### src/rtl/bram_port_pkg.sv
// Shared constants and types for the block-RAM port controller.
// The optional write-ack path is enabled with BRAM_PORT_CTRL_WRITE_ACK_EN.
package bram_port_pkg;

    localparam int ADDR_W = 10;
    localparam int DATA_W = 36;

    typedef struct packed {
        logic              write;
        logic [ADDR_W-1:0] addr;
        logic [DATA_W-1:0] data;
    } bram_req_t;

    typedef struct packed {
        logic [DATA_W-1:0] data;
        logic              is_write;
    } bram_rsp_t;

    // Occupancy counter width: must represent the value DEPTH itself.
    function automatic int cnt_width(input int depth);
        return $clog2(depth) + 1;
    endfunction

endpackage

### src/rtl/bram_rsp_fifo.sv
// Small synchronous FIFO holding RAM read responses; head is read straight
// from register storage so it stays stable while the consumer stalls.
module bram_rsp_fifo #(
    parameter  int W     = 36,
    parameter  int DEPTH = 4,
    localparam int PTR_W = $clog2(DEPTH),
    localparam int CNT_W = PTR_W + 1
) (
    input  logic             clock,
    input  logic             reset_n,
    input  logic             push_i,
    input  logic [W-1:0]     push_data_i,
    input  logic             pop_i,
    output logic [W-1:0]     head_o,
    output logic [CNT_W-1:0] count_o
);

    logic [PTR_W-1:0] wr_ptr_q, wr_ptr_d;
    logic [PTR_W-1:0] rd_ptr_q, rd_ptr_d;
    logic [CNT_W-1:0] count_q, count_d;
    logic [W-1:0]     mem_q [DEPTH];

    // Pointers wrap naturally because DEPTH is a power of two.
    always_comb begin
        wr_ptr_d = wr_ptr_q + PTR_W'(push_i);
        rd_ptr_d = rd_ptr_q + PTR_W'(pop_i);
        count_d  = count_q;
        case ({push_i, pop_i})
            2'b10:   count_d = count_q + CNT_W'(1);
            2'b01:   count_d = count_q - CNT_W'(1);
            default: count_d = count_q;
        endcase
    end

    always_ff @(posedge clock or negedge reset_n) begin
        if (!reset_n) begin
            wr_ptr_q <= '0;
            rd_ptr_q <= '0;
            count_q  <= '0;
        end else begin
            wr_ptr_q <= wr_ptr_d;
            rd_ptr_q <= rd_ptr_d;
            count_q  <= count_d;
        end
    end

    always_ff @(posedge clock) begin
        if (push_i) begin
            mem_q[wr_ptr_q] <= push_data_i;
        end
    end

    assign head_o  = mem_q[rd_ptr_q];
    assign count_o = count_q;

endmodule

### src/rtl/bram_port_ctrl.sv
// Valid/ready front-end for one block-RAM port with credit-protected read responses.
// Define BRAM_PORT_CTRL_WRITE_ACK_EN to also return in-order write acknowledgements.
module bram_port_ctrl #(
    parameter int ADDR_W    = bram_port_pkg::ADDR_W,
    parameter int DATA_W    = bram_port_pkg::DATA_W,
    parameter int RSP_DEPTH = 4
) (
    input  logic              clock,
    input  logic              reset_n,
    input  logic              req_valid,
    output logic              req_ready,
    input  logic              req_write,
    input  logic [ADDR_W-1:0] req_addr,
    input  logic [DATA_W-1:0] req_data,
    output logic              rsp_valid,
    input  logic              rsp_ready,
    output logic [DATA_W-1:0] rsp_data,
`ifdef BRAM_PORT_CTRL_WRITE_ACK_EN
    output logic              rsp_is_write,
`endif
    output logic              bram_en,
    output logic              bram_writeEn,
    output logic [ADDR_W-1:0] bram_addr,
    output logic [DATA_W-1:0] bram_dataIn,
    input  logic [DATA_W-1:0] bram_dataOut
);
    import bram_port_pkg::*;

    localparam int CNT_W = cnt_width(RSP_DEPTH);
`ifdef BRAM_PORT_CTRL_WRITE_ACK_EN
    localparam int ENTRY_W = DATA_W + 1;
`else
    localparam int ENTRY_W = DATA_W;
`endif

    logic               fire;
    logic               push;
    logic               pop;
    logic               inflight_q, inflight_d;
    logic [CNT_W-1:0]   count;
    logic [CNT_W:0]     credits_used;
    logic [ENTRY_W-1:0] push_entry;
    logic [ENTRY_W-1:0] head_entry;
`ifdef BRAM_PORT_CTRL_WRITE_ACK_EN
    logic               inflight_wr_q, inflight_wr_d;
`endif

    // Every issued request holds a credit until its slot in the FIFO is freed,
    // so the RAM's fixed-latency read data always has somewhere to land.
    always_comb begin
        credits_used = {1'b0, count} + (CNT_W+1)'(inflight_q);
        req_ready    = reset_n & (credits_used < (CNT_W+1)'(RSP_DEPTH));
        fire         = req_valid & req_ready;
    end

    always_comb begin
        bram_en      = fire;
        bram_writeEn = fire & req_write;
        bram_addr    = req_addr;
        bram_dataIn  = req_data;
    end

`ifdef BRAM_PORT_CTRL_WRITE_ACK_EN
    always_comb begin
        inflight_d    = fire;
        inflight_wr_d = fire & req_write;
        push_entry    = {(inflight_wr_q ? {DATA_W{1'b0}} : bram_dataOut), inflight_wr_q};
    end

    always_ff @(posedge clock or negedge reset_n) begin
        if (!reset_n) begin
            inflight_q    <= 1'b0;
            inflight_wr_q <= 1'b0;
        end else begin
            inflight_q    <= inflight_d;
            inflight_wr_q <= inflight_wr_d;
        end
    end

    assign rsp_data     = head_entry[ENTRY_W-1:1];
    assign rsp_is_write = head_entry[0];
`else
    always_comb begin
        inflight_d = fire & ~req_write;
        push_entry = bram_dataOut;
    end

    always_ff @(posedge clock or negedge reset_n) begin
        if (!reset_n) begin
            inflight_q <= 1'b0;
        end else begin
            inflight_q <= inflight_d;
        end
    end

    assign rsp_data = head_entry;
`endif

    // RAM output is valid exactly one cycle after the strobe: capture it then.
    assign push      = inflight_q;
    assign rsp_valid = (count != '0);
    assign pop       = rsp_valid & rsp_ready;

    bram_rsp_fifo #(
        .W     (ENTRY_W),
        .DEPTH (RSP_DEPTH)
    ) u_rsp_fifo (
        .clock       (clock),
        .reset_n     (reset_n),
        .push_i      (push),
        .push_data_i (push_entry),
        .pop_i       (pop),
        .head_o      (head_entry),
        .count_o     (count)
    );

endmodule

### config.mk
export PLATFORM = sky130hd
export DESIGN_NAME = bram_port_ctrl
export DESIGN_NICKNAME = d
export VERILOG_FILES = /design/src/rtl/bram_port_pkg.sv /design/src/rtl/bram_rsp_fifo.sv /design/src/rtl/bram_port_ctrl.sv
export SDC_FILE = /design/constraint.sdc
export NUM_CORES = 1
export LEC_CHECK = 0
export BUFFER_PORTS_ARGS = -buffer_cell sky130_fd_sc_hd__buf_4
export CORE_ASPECT_RATIO = 0.9
export CORE_UTILIZATION = 36
export CTS_BUF_LIST = sky130_fd_sc_hd__clkbuf_8 sky130_fd_sc_hd__clkbuf_16
export CTS_CLUSTER_DIAMETER = 100
export DETAILED_ROUTE_END_ITERATION = 8
export GPL_TIMING_DRIVEN = 0
export PLACE_DENSITY = 0.61
export SYNTH_ARGS = -nofsm -noshare
export SYNTH_HDL_FRONTEND = slang
export SYNTH_SLANG_ARGS = --single-unit
### constraint.sdc
create_clock -name clock -period 3.9 [get_ports clock]
set_clock_uncertainty 0.05 [all_clocks]
set_input_delay 0.78 -clock clock [delete_from_list [all_inputs] [get_ports clock]]
set_output_delay 0.78 -clock clock [all_outputs]
set_load 0.02 [all_outputs]
==> flow_metrics.tcl <==
set metrics [dict create \
    status "complete, no violations" \
    yosys_warnings 0 \
    cts.sinks 152 \
    drive_gt1_share_pct 57.5 \
    worstPathArrival_ns 1.89 \
    cts.clk_slew.worst_paths_ns 0.06 \
    synth-seq-area-share_pct 75.4 \
    cts_buffer_depth 2 \
    fmax_mhz 367 \
    cts_hold_buf 0 \
    critPathSlowestCell "mux4_2" \
    endpoint_kind "output pin" \
    start_kind "flip-flop" \
    synth.area.top_cells "edfxtp_1 (72%), mux4_2 (11%), buf_4 (5.8%)" \
    cp_max_fo 10 \
    area_growth_pct 32.2 \
    vias 3008 \
    cts_setup_buffers 0 \
    rrSetupSlack_ns 1.93 \
    drt-initial-drc-count 167 \
    yosys-top-cells-count "edfxtp_1 (144), buf_4 (46), mux4_2 (30)" \
    io_pins 173 \
    ys_ff_latch 152 \
    track_usage_pct 13.6 \
    timing.max_slew.rel_slack_pct 59.3 \
    met2_usage_pct 21.2 \
    synth_cells 269 \
    worst_pin_slew_ns 0.608 \
    finalHoldViolations 0 \
    route.detailed.drc 0 \
    cts_tree "yes" \
    synth_area_um2 6000 \
    vdd_ir_drop_max_mv 0.323 \
    numPortBuffers 126 \
    ctsResizeCount 0 \
    grt-ovfl-total 0 \
    synth_nets 360 \
    clk_latency_ns 0.42 \
    finalSetupViolCount 0 \
    final_util_pct 49.0 \
    yosysTopAreaCellShare_pct 72.1 \
    p_leak_nw 2.98 \
    max_cap_violations 0 \
    hold_slack_ns 0.123 \
    firstDrtPassIters 4 \
    die_h_um 124 \
    r2r_cells 6 \
    top_usage_layer "met2" \
    async_reset_ff_share_pct 5.26 \
    antenna_left 0 \
    avgViaCountPerCell 4.66 \
    required_ns 3.07 \
    die-area_um2 17200 \
    yosysMostFrequentCell "edfxtp_1" \
    cts_root_buffer "clkbuf_16" \
    grt_pass1_wl_um 17200 \
    coreArea_um2 16200 \
    yosysTopAreaCell "edfxtp_1" \
    crit_buf_inv 3 \
    wl_per_cell_um 17.1 \
    hold_path_class "in -> async" \
    use_met1_pct 17.2 \
    die-width_um 138 \
    cts_buffers 17 \
    grt_antenna_before_repair 0 \
    cp_cell_sequence "buf_2 > buf_2 > mux4_2 > buf_4" \
    min_period_ns 2.72 \
    tns_ns 0 \
    synth-main-ff-cell "edfxtp_1" \
    synth.distinct_cells 23 \
    crit_top_cell "buf_2" \
    grt_pass1_vias 3151 \
    use_met3_pct 4.61 \
    maxSlewViolCount 0 \
    row_count 44 \
    place_area_um2 7370 \
    grt_max_degree 23 \
    finalCritPeriodShare_pct 69.9 \
    reg2reg_from "u_rsp_fifo.count_o[2]$_DFFE_PN0P_" \
    place_congestion 0.736 \
    drt_wl_total_um 11000 \
    hpwl_um 7470 \
    synth_edf_count 144 \
    reg2reg_to "u_rsp_fifo.count_o[1]$_DFFE_PN0P_" \
    diodes 0 \
    fin_nets 516 \
    h-tree-depth 4 \
    start_util_pct 37.1 \
    fin_area_um2 7930 \
    p_per_area_nw_per_um2 642 \
    crit_family "buffers and inverters" \
    avgSynthCellArea_um2 22.3 \
    criticalPathCategory "reg -> out" \
    max_stage_delay_ns 0.37 \
    rsz0062_at_grt "no" \
]
-- cell type report --
type / instances / area [µm²]
tap: 207 / 259
timing repair buffer: 137 / 1090
clock buffer: 17 / 425
clock inverter: 15 / 139
multi-input combinational: 58 / 1040
inverter: 5 / 18.8
sequential: 152 / 4520
buffer: 54 / 437
fill: 1410 / 8260
-- cells in the final DEF (no fill, tap or decap), types with 2 or more instances in the layout --
cell type,count
dfrtp_1,8
buf_4,172
clkbuf_16,17
buf_6,9
clkinvlp_4,5
mux4_1,6
bufinv_16,2
clkinv_1,2
and2_1,2
mux4_2,30
buf_12,5
edfxtp_1,144
inv_1,8
buf_2,4
xor2_1,4
ha_1,3
-- cell families (layout without fill, tap and decap cells) --
kind of cell | count (synthesis) | after routing | share of synthesized area [%]
adders and majority gates | 4 | 4 | 0.960
muxes | 37 | 37 | 14.1
AOI/OAI and AO/OA | 1 | 1 | 0.146
buffers and inverters | 59 | 228 | 7.59
and+or+nand+nor | 11 | 11 | 1.06
DFF | 152 | 152 | 75.4
xor gates and xnor gates | 5 | 5 | 0.730
-- per-layer routing --
layer | vias to the layer above | routed length (µm)
met5 | - | 0
met4 | 0 | 165
met3 | 13 | 733
met2 | 127 | 5420
met1 | 1518 | 4720
li1 | 1350 | -
-- how the worst max path moves through the flow --
| stage | cells after the start | from | slack [ns] | endpoint |
|---|---|---|---|---|
| final | 4 | u_rsp_fifo.rd_ptr_q[1]$_DFF_PN0_ | 1.18 | rsp_data[9] |
| after global routing | 4 | u_rsp_fifo.rd_ptr_q[1]$_DFF_PN0_ | 1.06 | rsp_data[14] |
| after CTS | 4 | u_rsp_fifo.rd_ptr_q[1]$_DFF_PN0_ | 1.11 | rsp_data[14] |
| after detailed placement | 5 | reset_n | 1.31 | bram_writeEn |
| after global placement | 2 | inflight_q$_DFF_PN0_ | -2.24 | u_rsp_fifo.mem_q[1][3]$_DFFE_PP_ |
| after floorplan | 2 | inflight_q$_DFF_PN0_ | 0.23 | u_rsp_fifo.mem_q[1][0]$_DFFE_PP_ |
-- per-stage QoR --
stage,std cells,worst slack (ns),power [mW]
CTS,645,1.11,5.16
global route,645,1.06,5.33
finish,645,1.18,5.09
detailed placement,613,1.31,3.61
floorplan,269,0.229,3.02
global placement,602,-2.24,3.57
-- registers in the layout (all words and copies together), names as in the netlist --
register	count
inflight_q	1
u_rsp_fifo.count_o	3
u_rsp_fifo.mem_q	144
u_rsp_fifo.rd_ptr_q	2
u_rsp_fifo.wr_ptr_q	2
-- worst register-to-register path, cell delays in order, from the launching register on --
cell,delay [ns]
dfrtp_1,0.40
or3_1,0.39
and2_1,0.20
ha_1,0.21
inv_1,0.07
fa_1,0.41
mux2i_1,0.16
-- power breakdown --
| part | total [mW] | internal, mW | switching, mW |
|---|---|---|---|
| clock network | 1.55 | 0.929 | 0.621 |
| logic | 1.60 | 0.804 | 0.797 |
| registers | 1.94 | 1.89 | 0.0508 |
| total | 5.09 | 3.62 | 1.47 |
Note: power is estimated with default switching activity, not from simulation.
